[src/rtl/spi_arbiter.sv]
// spi_arbiter: round-robin command arbiter and sequencer sharing one spiphy
// between REQ requesters. One transaction is in flight at a time. The
// descriptor is latched on grant and issued to the PHY. Completion is awaited
// under a watchdog, and the RX word or a timeout error goes back to the owner.
//
// Handshakes: req_vld_i[i] is held by requester i until req_rdy_o[i] pulses
// for one cycle; the descriptor is taken on that edge. phy_data_vld_o is held
// until an edge where phy_busy_i is low, which is the PHY accept. rsp_vld_o is
// a one-cycle pulse with no backpressure.
module spi_arbiter #(
    parameter  int REQ     = 2,
    parameter  int CS      = 2,
    parameter  int TIMEOUT = 65535,
    localparam int CSW     = $clog2(CS),
    localparam int IDX_W   = $clog2(REQ),
    localparam int CNT_W   = $clog2(TIMEOUT + 1)
) (
    input  logic                 spi_clock_i,
    input  logic                 spi_reset_i,
    input  logic [REQ-1:0]       req_vld_i,
    output logic [REQ-1:0]       req_rdy_o,
    input  logic [32*REQ-1:0]    req_data_i,
    input  logic [CSW*REQ-1:0]   req_cs_id_i,
    input  logic [2*REQ-1:0]     req_rx_bytes_i,
    input  logic [2*REQ-1:0]     req_tx_bytes_i,
    input  logic [2*REQ-1:0]     req_cl_cfg_i,
    input  logic [3*REQ-1:0]     req_clk_div_i,
    output logic [REQ-1:0]       rsp_vld_o,
    output logic [31:0]          rsp_data_o,
    output logic                 rsp_err_o,
    output logic [31:0]          phy_data_o,
    output logic [CSW-1:0]       phy_cs_id_o,
    output logic [1:0]           phy_rx_bytes_o,
    output logic [1:0]           phy_tx_bytes_o,
    output logic [1:0]           phy_cl_cfg_o,
    output logic [2:0]           phy_clk_div_o,
    output logic                 phy_data_vld_o,
    input  logic                 phy_busy_i,
    input  logic                 phy_data_vld_i,
    input  logic [31:0]          phy_data_i,
    output logic [1:0]           dbg_state_o
);

    typedef enum logic [1:0] {
        IDLE  = 2'd0,
        ISSUE = 2'd1,
        WAIT  = 2'd2,
        RESP  = 2'd3
    } state_t;

    localparam logic [CNT_W-1:0] CNT_MAX = {CNT_W{1'b1}};
    localparam logic [CNT_W-1:0] CNT_TO  = CNT_W'(TIMEOUT - 1);

    state_t             state;
    state_t             state_nxt;
    logic [IDX_W-1:0]   last;
    logic [IDX_W-1:0]   owner;
    logic [CNT_W-1:0]   cnt;

    logic               gnt_found;
    logic [IDX_W-1:0]   gnt_idx;
    logic               timeout_hit;

    logic [31:0]        sel_data;
    logic [CSW-1:0]     sel_cs;
    logic [1:0]         sel_rx;
    logic [1:0]         sel_tx;
    logic [1:0]         sel_cl;
    logic [2:0]         sel_div;

    assign timeout_hit = (cnt == CNT_TO);
    assign dbg_state_o = state;

    // Round-robin search starting just after the last served requester.
    always_comb begin
        gnt_found = 1'b0;
        gnt_idx   = '0;
        for (int k = 1; k <= REQ; k++) begin
            for (int i = 0; i < REQ; i++) begin
                if (!gnt_found && req_vld_i[i] && (i == (int'(last) + k) % REQ)) begin
                    gnt_found = 1'b1;
                    gnt_idx   = IDX_W'(i);
                end
            end
        end
    end

    // Pick out the descriptor fields of the granted requester.
    always_comb begin
        sel_data = '0;
        sel_cs   = '0;
        sel_rx   = '0;
        sel_tx   = '0;
        sel_cl   = '0;
        sel_div  = '0;
        for (int i = 0; i < REQ; i++) begin
            if (IDX_W'(i) == gnt_idx) begin
                sel_data = req_data_i[i*32 +: 32];
                sel_cs   = req_cs_id_i[i*CSW +: CSW];
                sel_rx   = req_rx_bytes_i[i*2 +: 2];
                sel_tx   = req_tx_bytes_i[i*2 +: 2];
                sel_cl   = req_cl_cfg_i[i*2 +: 2];
                sel_div  = req_clk_div_i[i*3 +: 3];
            end
        end
    end

    // State register.
    always_ff @(posedge spi_clock_i or posedge spi_reset_i) begin
        if (spi_reset_i) begin
            state <= IDLE;
        end else begin
            state <= state_nxt;
        end
    end

    // Next-state logic; completion has priority over the watchdog.
    always_comb begin
        state_nxt = state;
        case (state)
            IDLE:    if (gnt_found) state_nxt = ISSUE;
            ISSUE:   if (!phy_busy_i) state_nxt = WAIT;
            WAIT:    if (phy_data_vld_i || timeout_hit) state_nxt = RESP;
            RESP:    state_nxt = IDLE;
            default: state_nxt = IDLE;
        endcase
    end

    // Handshake outputs; the grant pulse is suppressed while reset is held.
    always_comb begin
        req_rdy_o      = '0;
        rsp_vld_o      = '0;
        phy_data_vld_o = 1'b0;
        case (state)
            IDLE:    if (gnt_found && !spi_reset_i) req_rdy_o[gnt_idx] = 1'b1;
            ISSUE:   phy_data_vld_o = 1'b1;
            RESP:    rsp_vld_o[owner] = 1'b1;
            default: ;
        endcase
    end

    // Descriptor, owner, round-robin pointer, watchdog and response registers.
    always_ff @(posedge spi_clock_i or posedge spi_reset_i) begin
        if (spi_reset_i) begin
            last           <= IDX_W'(REQ - 1);
            owner          <= '0;
            cnt            <= '0;
            rsp_data_o     <= '0;
            rsp_err_o      <= 1'b0;
            phy_data_o     <= '0;
            phy_cs_id_o    <= '0;
            phy_rx_bytes_o <= '0;
            phy_tx_bytes_o <= '0;
            phy_cl_cfg_o   <= '0;
            phy_clk_div_o  <= '0;
        end else begin
            case (state)
                IDLE: begin
                    if (gnt_found) begin
                        owner          <= gnt_idx;
                        phy_data_o     <= sel_data;
                        phy_cs_id_o    <= sel_cs;
                        phy_rx_bytes_o <= sel_rx;
                        phy_tx_bytes_o <= sel_tx;
                        phy_cl_cfg_o   <= sel_cl;
                        phy_clk_div_o  <= sel_div;
                    end
                end
                ISSUE: begin
                    if (!phy_busy_i) cnt <= '0;
                end
                WAIT: begin
                    if (cnt != CNT_MAX) cnt <= cnt + 1'b1;
                    if (phy_data_vld_i) begin
                        rsp_data_o <= phy_data_i;
                        rsp_err_o  <= 1'b0;
                    end else if (timeout_hit) begin
                        rsp_data_o <= '0;
                        rsp_err_o  <= 1'b1;
                    end
                end
                RESP: begin
                    last <= owner;
                end
                default: ;
            endcase
        end
    end

endmodule

[config.mk]
export PLATFORM = sky130hd
export DESIGN_NAME = spi_arbiter
export DESIGN_NICKNAME = d
export VERILOG_FILES = /design/src/rtl/spi_arbiter.sv
export SDC_FILE = /design/constraint.sdc
export NUM_CORES = 1
export LEC_CHECK = 0
export CORE_MARGIN = 1
export CORE_UTILIZATION = 45
export CTS_CLUSTER_SIZE = 8
export DETAILED_ROUTE_END_ITERATION = 16
export MAX_ROUTING_LAYER = met4
export PLACE_DENSITY_LB_ADDON = 0.08
export SLEW_MARGIN = 20
export SYNTH_ARGS = -nofsm -noshare
export SYNTH_HDL_FRONTEND = slang
export SYNTH_SLANG_ARGS = --single-unit
[constraint.sdc]
create_clock -name spi_clock_i -period 5.9 [get_ports spi_clock_i]
set_input_delay 0.885 -clock spi_clock_i [delete_from_list [all_inputs] [get_ports spi_clock_i]]
set_output_delay 0.885 -clock spi_clock_i [all_outputs]
set_load 0.1 [all_outputs]
==> run_results.csv <==
group,metric,value,unit
logic_synthesis,syn_nets,520,
floorplan,fp-row-count,35,
min_path,min_from,"phy_data_o[27]",
floorplan,die_area,10070,um2
global_routing,grt_max_degree,86,
cts,htreeDepth,3,
floorplan,initial_core_util,0.4668,
drt,first_pass_iters,4,
timing,slew_violations,0,
worst_setup_path,crit_arrival,3310,ps
logic_synthesis,yosys_warnings,0,
cts,clk-insertion-delay-late,360,ps
logic_synthesis,synth_edf_count,0,
logic_synthesis,synth_area,4354,um2
worst_setup_path,reg2regPathDepth,6,
place,dp_cells,703,
layout,layout.nets,714,
layout,fin_area,6683,um2
cts,cts_hold_buf,0,
worst_setup_path,cp-start-kind,"input port",
layout,instances_no_fill,719,
global_routing,grt_usage,0.2336,
place,port-buffer-count,203,
status,status,"completed",
flow_run,drv_cap,0,
place,placed_area,6495,um2
cts,cts_tree,"done",
drt,ant_nets,0,
layout,layout_commonest_cell,"clkdlybuf4s50_1",
min_path,holdPathStages,2,
worst_setup_path,crit_path_start,"req_vld_i[1]",
global_routing,overflow,0,
layout,diodes,0,
drt,wl,11290,um
min_path,hp-class,"reg -> reg",
timing,worst_pin_slew,1035,ps
worst_setup_path,critPathMaxFanout,43,
cts,cts-resized-gates,0,
cts,cts_buffers,9,
layout,drive_above_1_share,0.06780,
logic_synthesis,synth.distinct_cells,41,
cts,clk_root_buffer_cell,"clkbuf_8",
drt,wl_per_cell,15.71,um
logic_synthesis,yosysSeqAreaShare,0.5463,
logic_synthesis,avgSynthCellArea,11.14,um2
worst_setup_path,rr_startpoint,"dbg_state_o[0]",
place,dp_hpwl,8469,um
layout,most-common-layout-cells,"203 x clkdlybuf4s50_1, 94 x dfrtp_1, 51 x nand2_1",
logic_synthesis,postSynthCellCount,391,
timing,finalCritPeriodShare,0.7116,
layout,fin_util,0.7164,
worst_setup_path,cp.required,5020,ps
drt,vias,3741,
global_routing,grt_pass1_vias,3715,
timing,fmax,0.2382,GHz
worst_setup_path,path_class,"in -> out",
cts,cts_sinks,95,
timing,slew-limit-headroom,0.3079,
drt,vias_per_cell,5.203,
global_routing,grt_first_pass_wirelength,17560,um
floorplan,coreArea,9328,um2
drt,remaining_drc_errors,0,
logic_synthesis,synth_flop_cell,"dfrtp_1",
floorplan,die_h,100.4,um
logic_synthesis,synthArstFlopShare,1.000,
timing,finalClockSkew,15.73,ps
cts,cts_max_path_buffers,2,
timing,setup_violations,0,
timing,rsz0062_at_grt,"no",
worst_setup_path,end_kind,"output pin",
timing,fin_crit,4199,ps
cts,clkTransAtPathRegs,90,ps
floorplan,die_x,100.4,um
global_routing,grt_antenna_before_repair,0,
logic_synthesis,ys_ff_latch,95,
layout,areaGrowthSynthToFinish,53.48,%
place,gp_congestion,0.8287,
cts,postCtsSetupRepairBufs,0,
timing,hold_viol_final,0,
drt,drt_iter0_drc,77,
floorplan,ios,204,
timing,setup-tns-final,0,ps
[layer usage]
layer  wire (um)  vias up  share of wire  track usage
li1            -     1815              -            -
met1        4434     1767           0.39       0.2635
met2        5812      143           0.51       0.3994
met3         781       16          0.069      0.05919
met4         265        0          0.023      0.08919
met5           0        -              0            -
[critical path, cell delays in order]
cell and delay, ps:
clkdlybuf4s50_1 550, a21boi_4 200, buf_4 580, nor3_1 100, clkdlybuf4s50_1 990
[layout make-up]
cell class | instances | area (um2)
timing repair buffer | 208 | 2069
fill | 691 | 2645
clock inverter | 7 | 62.56
multi-input combinational | 263 | 1854
sequential | 95 | 2379
tap | 129 | 161.4
clock buffer | 9 | 123.9
inverter | 8 | 32.53
[worst paths after layout]
kind | endpoint | slack, ps
max | req_rdy_o[0] | 1700
min | phy_data_o[27] | 480
max reg2reg | cnt[10] | 3630
min reg2reg | phy_data_o[27] | 480
max in group asynchronous | rsp_data_o[8] | 3860
min in group asynchronous | rsp_data_o[12] | 930
[through the flow]
stage | worst slack (ps) | hold slack (ps)
6_report | 1701 | 484.3
5_1_grt | 1579 | 514.1
4_1_cts | 1669 | 491.2
3_5_place_dp | 1678 | 468.6
3_3_place_gp | 1719 | 460.7
2_1_floorplan | 1165 | 477.5
[cells in the mapped netlist (2+ instances only)]
cell type / instances / area share
dfrtp_1: 94 / 0.54
inv_1: 8 / 0.0069
or4_1: 9 / 0.016
and2_1: 3 / 0.0043
buf_4: 2 / 0.0034
clkbuf_1: 14 / 0.012
nand2_1: 51 / 0.044
a22o_1: 32 / 0.064
nor2_1: 4 / 0.0034
nand4_2: 2 / 0.0057
o21ai_0: 46 / 0.053
nor4_4: 2 / 0.0098
or2_2: 2 / 0.0029
o31ai_1: 9 / 0.016
nand3b_1: 2 / 0.0034
or3_2: 2 / 0.0034
mux2i_1: 44 / 0.10
nor3_1: 4 / 0.0046
nand3_1: 7 / 0.0080
buf_2: 8 / 0.0092
and4_1: 2 / 0.0040
mux2_2: 2 / 0.0052
a21boi_0: 2 / 0.0034
nand4_1: 4 / 0.0057
a21oi_1: 14 / 0.016
ha_1: 7 / 0.020
[cells by family (layout without fill, tap and decap cells)]
group,Yosys count,in the layout,share of synthesized area
adder cells (fa/ha/maj),7,7,0.02011
flip-flops,95,95,0.5463
AO/OA/AOI/OAI,109,109,0.1644
buffers and inverters,33,232,0.03419
multiplexers,46,46,0.1063
AND/OR/NAND/NOR,101,101,0.1287
[sequential cells by signal, indices dropped and copies added (netlist names)]
| name | cells |
|---|---|
| phy_data_o | 32 |
| rsp_data_o | 32 |
| cnt | 16 |
| phy_clk_div_o | 3 |
| dbg_state_o | 2 |
| phy_cl_cfg_o | 2 |
| phy_rx_bytes_o | 2 |
| phy_tx_bytes_o | 2 |
| last | 1 |
| owner | 1 |
| phy_cs_id_o | 1 |
| rsp_err_o | 1 |
Power is not shown: default switching activity piles up to over one toggle a cycle in this logic, so the estimate is an artifact.
